$ cat src/rtl/fg_prog_pkg.sv
// Shared types and constants for the floating-gate programming sequencer.
package fg_prog_pkg;

  // Settle time used after any mode or address change, in clk cycles.
  localparam int SETTLE_CYC_DEF = 8;

  // Command opcodes as they arrive on cmd_op.
  typedef enum logic [1:0] {
    OP_INJ  = 2'b00,  // hot-electron injection: drain pulses
    OP_TUN  = 2'b01,  // Fowler-Nordheim tunnelling: tunnel pulses
    OP_SEL  = 2'b10,  // select the element only, no pulse
    OP_EXIT = 2'b11   // leave programming mode, back to run
  } op_e;

  // Sequencer states.
  typedef enum logic [3:0] {
    ST_IDLE,
    ST_ENTER,
    ST_ADDR,
    ST_PULSE,
    ST_GAP,
    ST_HOLD,
    ST_DESEL,
    ST_EXIT,
    ST_FINISH
  } state_e;

  // True for the states in which a live abort is honoured.
  function automatic logic abortable(input state_e st);
    return (st == ST_ADDR) || (st == ST_PULSE) || (st == ST_GAP) || (st == ST_HOLD);
  endfunction

  // True for the states in which the element address is presented.
  function automatic logic addr_driven(input state_e st);
    return (st == ST_ADDR) || (st == ST_PULSE) || (st == ST_GAP) ||
           (st == ST_HOLD) || (st == ST_DESEL);
  endfunction

endpackage

$ cat src/rtl/fg_delay_timer.sv
// Loadable down-counter with a terminal flag. One instance times both the
// settle intervals and the pulse widths; the sequencer only ever needs one
// interval running at a time.
module fg_delay_timer #(
  parameter int W = 16
) (
  input  logic         clk,
  input  logic         reset,
  input  logic         load,
  input  logic [W-1:0] load_val,
  output logic [W-1:0] cnt,
  output logic         zero
);

  // Count register: load wins, otherwise count down and park at zero.
  // NOTE: sequential state is written with <= so every flop samples the
  // pre-edge values; a blocking = here would chain updates within one edge.
  always_ff @(posedge clk) begin
    if (reset) begin
      cnt <= '0;
    end else if (load) begin
      cnt <= load_val;
    end else if (cnt != '0) begin
      cnt <= cnt - 1'b1;
    end
  end

  // A load of N gives N+1 cycles in the owning state before zero is seen.
  assign zero = (cnt == '0);

endmodule

$ cat src/rtl/fg_prog_sequencer.sv
// Floating-gate programming mux transmitter. Expands one accepted command
// into a timed break-before-make sequence: enter prog mode, present the
// address with the decoders disabled, enable them, pulse drain or tunnel,
// deselect, clear the address, and report done.
module fg_prog_sequencer
  import fg_prog_pkg::*;
#(
  parameter int ROW_BITS   = 6,
  parameter int COL_BITS   = 6,
  parameter int PULSE_W    = 16,
  parameter int CNT_W      = 8,
  parameter int SETTLE_CYC = SETTLE_CYC_DEF
) (
  input  logic                clk,
  input  logic                reset,
  input  logic                cmd_valid,
  output logic                cmd_ready,
  input  logic [1:0]          cmd_op,
  input  logic [ROW_BITS-1:0] cmd_row,
  input  logic [COL_BITS-1:0] cmd_col,
  input  logic [PULSE_W-1:0]  cmd_pulse,
  input  logic [CNT_W-1:0]    cmd_count,
  input  logic                abort,
  output logic [ROW_BITS-1:0] row_addr,
  output logic [COL_BITS-1:0] col_addr,
  output logic                dec_en,
  output logic                prog,
  output logic                run,
  output logic                drain_pulse,
  output logic                tun_en,
  output logic                busy,
  output logic                done
);

  // Timer load values. Loading SETTLE_LEN gives a leading break cycle plus
  // SETTLE_CYC settle cycles; loading SETTLE_M1 gives exactly SETTLE_CYC.
  localparam logic [PULSE_W-1:0] SETTLE_LEN = PULSE_W'(SETTLE_CYC);
  localparam logic [PULSE_W-1:0] SETTLE_M1  = PULSE_W'(SETTLE_CYC - 1);

  state_e               state, state_next;
  logic                 prog_mode, prog_mode_next;

  // Command fields captured at acceptance.
  op_e                  op_q;
  logic [ROW_BITS-1:0]  row_q;
  logic [COL_BITS-1:0]  col_q;
  logic [PULSE_W-1:0]   pulse_q;
  logic [CNT_W-1:0]     count_q;

  logic                 accept;
  logic                 count_dec;
  logic                 tmr_load;
  logic [PULSE_W-1:0]   tmr_val;
  logic [PULSE_W-1:0]   tmr_cnt;
  logic                 tmr_zero;
  logic [PULSE_W-1:0]   pulse_len_m1;
  logic                 first_cyc;

  assign accept = cmd_valid && cmd_ready;

  // A zero pulse length still yields a single high cycle.
  assign pulse_len_m1 = (pulse_q == '0) ? '0 : pulse_q - 1'b1;

  // ENTER, ADDR and EXIT load SETTLE_LEN on entry, so the timer still holds
  // that value only during their first (break) cycle.
  assign first_cyc = (tmr_cnt == SETTLE_LEN);

  fg_delay_timer #(
    .W (PULSE_W)
  ) u_timer (
    .clk      (clk),
    .reset    (reset),
    .load     (tmr_load),
    .load_val (tmr_val),
    .cnt      (tmr_cnt),
    .zero     (tmr_zero)
  );

  // State and mode flag registers; reset drops any pulse with no DESEL phase.
  always_ff @(posedge clk) begin
    if (reset) begin
      state     <= ST_IDLE;
      prog_mode <= 1'b0;
    end else begin
      state     <= state_next;
      prog_mode <= prog_mode_next;
    end
  end

  // Command capture and remaining-pulse count.
  // NOTE: these datapath registers are deliberately not reset; they are only
  // observed outside IDLE, which is reachable solely through an accept that
  // loads them.
  always_ff @(posedge clk) begin
    if (accept) begin
      op_q    <= op_e'(cmd_op);
      row_q   <= cmd_row;
      col_q   <= cmd_col;
      pulse_q <= cmd_pulse;
      count_q <= cmd_count;
    end else if (count_dec) begin
      count_q <= count_q - 1'b1;
    end
  end

  // Next-state logic and timer loads for every transition.
  // NOTE: every signal written here gets a default first, so no path through
  // the case leaves one unassigned and no latch is inferred.
  always_comb begin
    state_next     = state;
    prog_mode_next = prog_mode;
    tmr_load       = 1'b0;
    tmr_val        = '0;
    count_dec      = 1'b0;

    unique case (state)
      ST_IDLE: begin
        if (accept) begin
          tmr_load = 1'b1;
          tmr_val  = SETTLE_LEN;
          if (op_e'(cmd_op) == OP_EXIT) begin
            state_next = prog_mode ? ST_EXIT : ST_FINISH;
          end else begin
            state_next = prog_mode ? ST_ADDR : ST_ENTER;
          end
        end
      end

      ST_ENTER: begin
        if (tmr_zero) begin
          state_next     = ST_ADDR;
          prog_mode_next = 1'b1;
          tmr_load       = 1'b1;
          tmr_val        = SETTLE_LEN;
        end
      end

      ST_ADDR: begin
        if (abort) begin
          state_next = ST_DESEL;
          tmr_load   = 1'b1;
          tmr_val    = SETTLE_M1;
        end else if (tmr_zero) begin
          tmr_load = 1'b1;
          if (op_q == OP_SEL) begin
            state_next = ST_HOLD;
            tmr_val    = SETTLE_M1;
          end else if (count_q == '0) begin
            state_next = ST_HOLD;
            tmr_val    = '0;
          end else begin
            state_next = ST_PULSE;
            tmr_val    = pulse_len_m1;
          end
        end
      end

      ST_PULSE: begin
        if (abort) begin
          state_next = ST_DESEL;
          tmr_load   = 1'b1;
          tmr_val    = SETTLE_M1;
        end else if (tmr_zero) begin
          count_dec = 1'b1;
          tmr_load  = 1'b1;
          // count_q is at least 1 here, so "1" means this was the last pulse.
          if (count_q != CNT_W'(1)) begin
            state_next = ST_GAP;
            tmr_val    = SETTLE_M1;
          end else begin
            state_next = ST_HOLD;
            tmr_val    = '0;
          end
        end
      end

      ST_GAP: begin
        if (abort) begin
          state_next = ST_DESEL;
          tmr_load   = 1'b1;
          tmr_val    = SETTLE_M1;
        end else if (tmr_zero) begin
          state_next = ST_PULSE;
          tmr_load   = 1'b1;
          tmr_val    = pulse_len_m1;
        end
      end

      ST_HOLD: begin
        if (abort || tmr_zero) begin
          state_next = ST_DESEL;
          tmr_load   = 1'b1;
          tmr_val    = SETTLE_M1;
        end
      end

      ST_DESEL: begin
        if (tmr_zero) begin
          state_next = ST_FINISH;
        end
      end

      ST_EXIT: begin
        if (tmr_zero) begin
          state_next     = ST_FINISH;
          prog_mode_next = 1'b0;
        end
      end

      ST_FINISH: begin
        state_next = ST_IDLE;
      end

      default: begin
        state_next = ST_IDLE;
      end
    endcase
  end

  // Output decode from registered state: mode lines, decoder bus, pulses.
  always_comb begin
    run         = 1'b0;
    prog        = 1'b0;
    dec_en      = 1'b0;
    row_addr    = '0;
    col_addr    = '0;
    drain_pulse = 1'b0;
    tun_en      = 1'b0;
    busy        = (state != ST_IDLE);
    done        = (state == ST_FINISH);
    cmd_ready   = (state == ST_IDLE) && !reset;

    // Mode lines: ENTER and EXIT open a one-cycle gap with both low.
    unique case (state)
      ST_ENTER: prog = !first_cyc;
      ST_EXIT:  run  = !first_cyc;
      default: begin
        prog = prog_mode;
        run  = !prog_mode;
      end
    endcase

    // Address is presented one cycle before the decoders are enabled and is
    // held through DESEL, so it only ever changes while dec_en is low.
    if (addr_driven(state)) begin
      row_addr = row_q;
      col_addr = col_q;
    end

    unique case (state)
      ST_ADDR:  dec_en = !first_cyc;
      ST_PULSE: begin
        dec_en      = 1'b1;
        drain_pulse = (op_q == OP_INJ);
        tun_en      = (op_q == OP_TUN);
      end
      ST_GAP:   dec_en = 1'b1;
      ST_HOLD:  dec_en = 1'b1;
      default:  dec_en = 1'b0;
    endcase
  end

endmodule

$ cat config.mk
export PLATFORM = sky130hd
export DESIGN_NAME = fg_prog_sequencer
export DESIGN_NICKNAME = d
export VERILOG_FILES = /design/src/rtl/fg_prog_pkg.sv /design/src/rtl/fg_delay_timer.sv /design/src/rtl/fg_prog_sequencer.sv
export SDC_FILE = /design/constraint.sdc
export NUM_CORES = 1
export LEC_CHECK = 0
export ABC_AREA = 1
export BUFFER_PORTS_ARGS = -buffer_cell sky130_fd_sc_hd__buf_2
export CAP_MARGIN = 40
export CORE_MARGIN = 5
export CORE_UTILIZATION = 55
export DETAILED_ROUTE_END_ITERATION = 7
export GPL_TIMING_DRIVEN = 0
export PLACE_DENSITY = 0.79
export SETUP_SLACK_MARGIN = 0.05
export SLEW_MARGIN = 20
export SYNTH_ARGS = -nofsm -noshare
export SYNTH_HDL_FRONTEND = slang
export SYNTH_SLANG_ARGS = --single-unit
$ cat constraint.sdc
create_clock -name clk -period 2.7 [get_ports clk]
set_input_delay 0.27 -clock clk [delete_from_list [all_inputs] [get_ports clk]]
set_output_delay 0.27 -clock clk [all_outputs]
set_load 0.005 [all_outputs]
-- Word level (Yosys, flattened, before mapping)
Cells that the tools add are included.
- word-level logic and storage cells: 109
- output and inout port bits: 20
- input bits: 42
- flip-flop bits (word level): 59
- multiplexer cells: 52
- $add $sub $neg: 3
- eq/ne operators: 21
- reduce and logical (&&, ||, !) cells: 25
- operators with widths (cell ; number):
    $mux W16 ; 9
    $pmux W16 S6 ; 1
    $mux W4 ; 14
    $logic_not A16 Y1 ; 2
    $sub A16 B1 Y16 const B ; 2
    $pmux W4 S7 ; 1
    $mux W3 ; 6
    $eq A16 B4 Y1 const B ; 1
    $eq A4 B3 Y1 const B ; 4
    $mux W8 ; 2
    $reduce_bool A16 Y1 ; 1
    $mux W6 ; 2
    $mux W1 ; 11
    $ne A3 B3 Y1 const B ; 3
    $eq A4 B2 Y1 const B ; 2
    $logic_not A8 Y1 ; 1
    $ne A2 B2 Y1 const B ; 4
    $ne A8 B1 Y1 const B ; 1
    $pmux W1 S2 ; 4
    $sub A8 B1 Y8 const B ; 1
    $reduce_and A7 Y1 ; 1
    $reduce_bool A2 Y1 ; 3
    $reduce_or A3 Y1 ; 2
    $logic_or A1 B1 Y1 ; 5
    14 further kinds ; 18

-- Logic depth before layout (Yosys ltp)
- word-level depth: 8
- gate-level depth with buffers: 15
- gate-level depth less buffers: 15

-- Hierarchy
Synthesis repeated with hierarchy kept, for this count alone.
- cells, all modules: 536
- area, all modules: 3951.3 sq um
- modules (own cells, without submodules) (module ; area each (sq um) ; instances ; sequential area each (sq um) ; cells each):
    fg_prog_sequencer ; 2836.5 ; 1 ; 1241.2 ; 357
    fg_delay_timer ; 1114.8 ; 1 ; 320.3 ; 179

-- Worst setup path after synthesis
OpenSTA, ideal clock, no wires.
- kind: register to register
- start point: reg state[2]
- end point: reg count_q[4], data pin
- stages on the path, launching flop included: 11
- arrival: 1869 ps
- data required time: 2414 ps
- setup slack: 545 ps
- setup time: 286 ps
- buffers on the path: 1
- clock period less this slack: 2155 ps
- cell sequence: dfxtp_1 > inv_2 > nand2_2 > inv_1 > nand2_2 > nor2_4 > nand2_2 > buf_4 > clkinv_1 > nand2_1 > o21ai_0
- cells in the longest elaborated chain, start to end: 4
- ends and longest elaborated chain (element ; RTL line ; RTL):
    start: declaration ; fg_prog_sequencer.sv:40 ; state_e state, state_next;
    start signal: assignment ; fg_prog_sequencer.sv:85 ; state <= state_next;
    $logic_not A4 Y1 ; fg_prog_sequencer.sv:231 ; cmd_ready = (state == ST_IDLE) && !reset;
    $logic_and A1 B1 Y1 ; fg_prog_sequencer.sv:231 ;
    net cmd_ready ; fg_prog_sequencer.sv:17 ; output logic cmd_ready,
    $logic_and A1 B1 Y1 ; fg_prog_sequencer.sv:59 ; assign accept = cmd_valid && cmd_ready;
    net accept ; fg_prog_sequencer.sv:50 ; logic accept;
    $mux W8 ; fg_prog_sequencer.sv:95 ; if (accept) begin
    end signal: assignment ; fg_prog_sequencer.sv:100 ; count_q <= cmd_count;
    end signal: assignment ; fg_prog_sequencer.sv:102 ; count_q <= count_q - 1'b1;
    end: declaration ; fg_prog_sequencer.sv:48 ; logic [CNT_W-1:0] count_q;
The timed path passes the listed nets, and every way through them passes these cells.
A chain may end at the register's enable or synchronous reset.

-- Worst setup path after layout
- start point: reg state[2]
- end point: reg count_q[7], data pin
- cells in the longest elaborated chain, start to end: 4
- ends and longest elaborated chain (element ; RTL line):
    $logic_not A4 Y1 ; fg_prog_sequencer.sv:231
    $logic_and A1 B1 Y1 ; fg_prog_sequencer.sv:231
    $logic_and A1 B1 Y1 ; fg_prog_sequencer.sv:59
    net accept ; fg_prog_sequencer.sv:50
    $mux W8 ; fg_prog_sequencer.sv:95
The timed path passes the listed nets, and every way through them passes these cells.

==> impl_metrics.ini <==
[hold_path]
hold_path_class = input port to flop
whs_endpoint = row_q[2]$_DFFE_PP_
min_from = cmd_row[2]
worstHoldPathCells = 1

[die]
fp.coreArea_um2 = 6310
die_w_um = 90.2
row_count = 29
io_pins = 62
floorplan.die_area_um2 = 8130
initial_core_util_pct = 56.0
die_y_um = 90.2

[place]
place_area_um2 = 3970
dp_slack_ps = 322
place_inst = 583
hpwlAfterDp_um = 5960
io_buffers = 61
gp_congestion = 0.847

[synthesis]
synth_edf_count = 38
ys.warnings.count = 0
ys.flop_type = edfxtp_1
synth_fa_ha_area_share_pct = 2.48
syn_nets = 492
synth.yosys.seq_area_share_pct = 44.2
synth_top_family_by_area = simple AND/OR/NAND/NOR gates
synth-xor-area-share_pct = 4.46
muxShareOfSynthArea_pct = 0
synthArstFlopShare_pct = 0
syn_area_um2 = 3540
ys_ff_latch = 59
synth-compound-area-share_pct = 10.7
synth_cell_types = 41
netlist_instances = 443
syn_avg_cell_area_um2 = 7.98
synth-simple-area-share_pct = 30.5

[setup_path]
path_common_cell = nand2_2
arrival_ps = 2480
max_stage_delay_ps = 550
reg2reg_from = state[2]$_SDFFE_PP0P_
critPathLaunchType = flop
end_kind = flop
worst-path-max-fanout = 20
cp.depth = 11
crit_buf_inv = 5
cp_slowest_cell = clkinv_1
path_cells = inv_2 > nand2_2 > inv_1 > nand2_2 > nor2_4 > nand2_2 > buf_4 > clkinv_1 > buf_16 > nand2_1 > o21ai_0
r2r-end = count_q[7]$_DFFE_PP_
setup.worst_path.class = flop to flop
critical_path_required_ps = 2770
reg2reg_slack_ps = 290
path_delay_family = buffers and inverters
r2r_cells = 11

[grt]
grt.total_usage_pct = 19.4
antenna_found_initial = 0
gr-total-overflow = 0
grt_max_degree = 21
grt_pass1_wl_um = 13300
grt_pass1_vias = 3068

[route]
drt_wl_total_um = 7720
vias = 3155
drtIter0Drc = 141
drc = 0
drt-pass1-iter-count = 5
ant_nets = 0
wl_per_cell_um = 12.9
vias_per_cell = 5.27

[sta]
hold_viol_final = 0
layout_min_cycle_time_ps = 2410
maxSlewHeadroom_pct = 54.2
rsz0062_at_grt = no
post-route-period-util_pct = 89.3
worst_slew_pin_slew_ps = 680
final-setup-viol-count = 0
fmax_mhz = 415
clock_skew_ps = 8.33
finalSetupTns_ps = 0
final.setup.worst_slack_ps = 289
drv_slew = 0

[job]
drv_cap = 0

[cts]
path_clk_slew_ps = 70
cts_buffers = 9
clk_path_buf_depth = 2
hold_buffers = 0
root_buffer = clkbuf_8
tritoncts = done
post_cts_buffers = 0
ctsResizeCount = 0
cts_sinks = 59
clk_latency_ps = 330
htree_levels = 3

[power]
p_switching_w = 0.00182
power.leakage_nw = 1.96
clockPowerShare_pct = 21.6
vdd_drop_max_mv = 0.670
p_comb_share_pct = 46.6
swShare_pct = 40.8
power_density_nw_per_um2 = 1060
power_w = 0.00446
seq_power_share_pct = 31.8
p_int_w = 0.00264

[final_layout]
fin_nets = 566
n_antenna_cell = 0
stdcell_area_um2 = 4210
syn2layout_area_growth_pct = 19.1
finalNonFillerCells = 599
drive_gt1_share_pct = 24.3

[run_status]
status = complete, no violations
==> cell families (layout without fill, tap and decap cells) <==
| kind of cell | Yosys count | after routing |
|---|---|---|
| buf+inv | 65 | 144 |
| fa+ha+maj | 7 | 7 |
| flops | 59 | 59 |
| xor+xnor | 18 | 18 |
| compound gates | 64 | 64 |
| simple gates | 230 | 230 |
==> Yosys cell counts, types with 2 or more instances <==
cell type	count	area share (%)
nand2_1	98	10
nor2_2	7	1.2
o21ai_0	16	2.3
xor2_1	13	3.2
nand2_4	4	1.3
xnor2_1	5	1.2
o21ai_2	2	0.50
nand2_2	10	1.8
ha_1	7	2.5
nand3_1	29	4.1
buf_6	2	0.64
a21oi_1	17	2.4
nor4_1	2	0.35
o31ai_1	4	0.85
edfxtp_1	38	32
nor3_1	9	1.3
inv_1	50	5.3
o211ai_1	3	0.64
nor2_1	51	5.4
a21boi_0	2	0.42
nand3b_1	3	0.64
nor2_4	6	1.9
or2_2	4	0.71
o21ai_1	8	1.1
clkbuf_1	2	0.21
buf_4	2	0.42
nor3_2	2	0.57
dfxtp_1	21	12
a31oi_1	4	0.71
nand4_1	4	0.71
o22ai_1	3	0.53
inv_2	6	0.64
==> power groups by stage <==
| stage | combinational (W) | clock [W] | sequential, W |
|---|---|---|---|
| 2_1_floorplan | 0.00159 | 0 | 0.00139 |
| 3_3_place_gp | 0.00200 | 0 | 0.00143 |
| 3_5_place_dp | 0.00205 | 0 | 0.00143 |
| 4_1_cts | 0.00208 | 0.000977 | 0.00141 |
| 5_1_grt | 0.00235 | 0.00101 | 0.00145 |
| 6_report | 0.00208 | 0.000961 | 0.00142 |
==> cell type report <==
cell class / count / area, um^2
Fill cell: 542 / 2100
Multi-Input combinational cell: 319 / 1700
Sequential cell: 59 / 1560
Timing Repair Buffer: 63 / 338
Inverter: 58 / 220
Clock buffer: 9 / 124
Clock inverter: 7 / 116
Tap cell: 77 / 96.3
Buffer: 7 / 50.0
==> stage by stage <==
stage	hold slack, ps	utilization [%]
4_1_cts	99.8	66.7
2_1_floorplan	369	-
5_1_grt	98.3	66.7
3_5_place_dp	448	62.9
3_3_place_gp	446	62.4
6_report	114	66.7
==> how the worst max path moves through the flow <==
| stage | start | to | slack [ps] |
|---|---|---|---|
| after floorplan | state[2]$_SDFFE_PP0P_ | count_q[4]$_DFFE_PP_ | 550 |
| after global placement | state[2]$_SDFFE_PP0P_ | count_q[4]$_DFFE_PP_ | 140 |
| after detailed placement | state[2]$_SDFFE_PP0P_ | count_q[7]$_DFFE_PP_ | 320 |
| after CTS | state[2]$_SDFFE_PP0P_ | count_q[7]$_DFFE_PP_ | 290 |
| after global routing | state[2]$_SDFFE_PP0P_ | count_q[7]$_DFFE_PP_ | 70 |
| final | state[2]$_SDFFE_PP0P_ | count_q[7]$_DFFE_PP_ | 290 |
==> registers in the layout (all words and copies together), names as in the netlist <==
signal	cells
count_q	8
u_timer.cnt	16
op_q	2
prog_mode	1
pulse_q	16
state	4
col_q	6
row_q	6
==> metal layers <==
metal	GRT usage, %	up-vias	routed length [um]	part of all wire [%]
met4	6.82	0	116	1.5
met1	24.0	1411	3310	43
met3	4.92	14	571	7.4
met5	0	-	0	0
met2	32.7	112	3720	48
li1	-	1618	-	-
==> cell usage in the layout (no fill, tap or decap), types with 3 or more instances in the layout <==
cell        n
o21ai_0    16
bufinv_16   3
clkbuf_8    9
edfxtp_1   38
nor3_1      9
nor2_4      6
o21ai_1     8
nand3b_1    3
o31ai_1     4
xnor2_1     5
xor2_1     13
nand2_1    98
nor2_2      7
a31oi_1     4
o211ai_1    3
nand2_4     4
dfxtp_1    21
inv_1      50
buf_2      63
o22ai_1     3
nand2_2    10
or2_2       4
nor2_1     51
nand4_1     4
a21oi_1    17
nand3_1    29
ha_1        7
inv_2       6
Note: power is estimated with default switching activity, not from simulation.
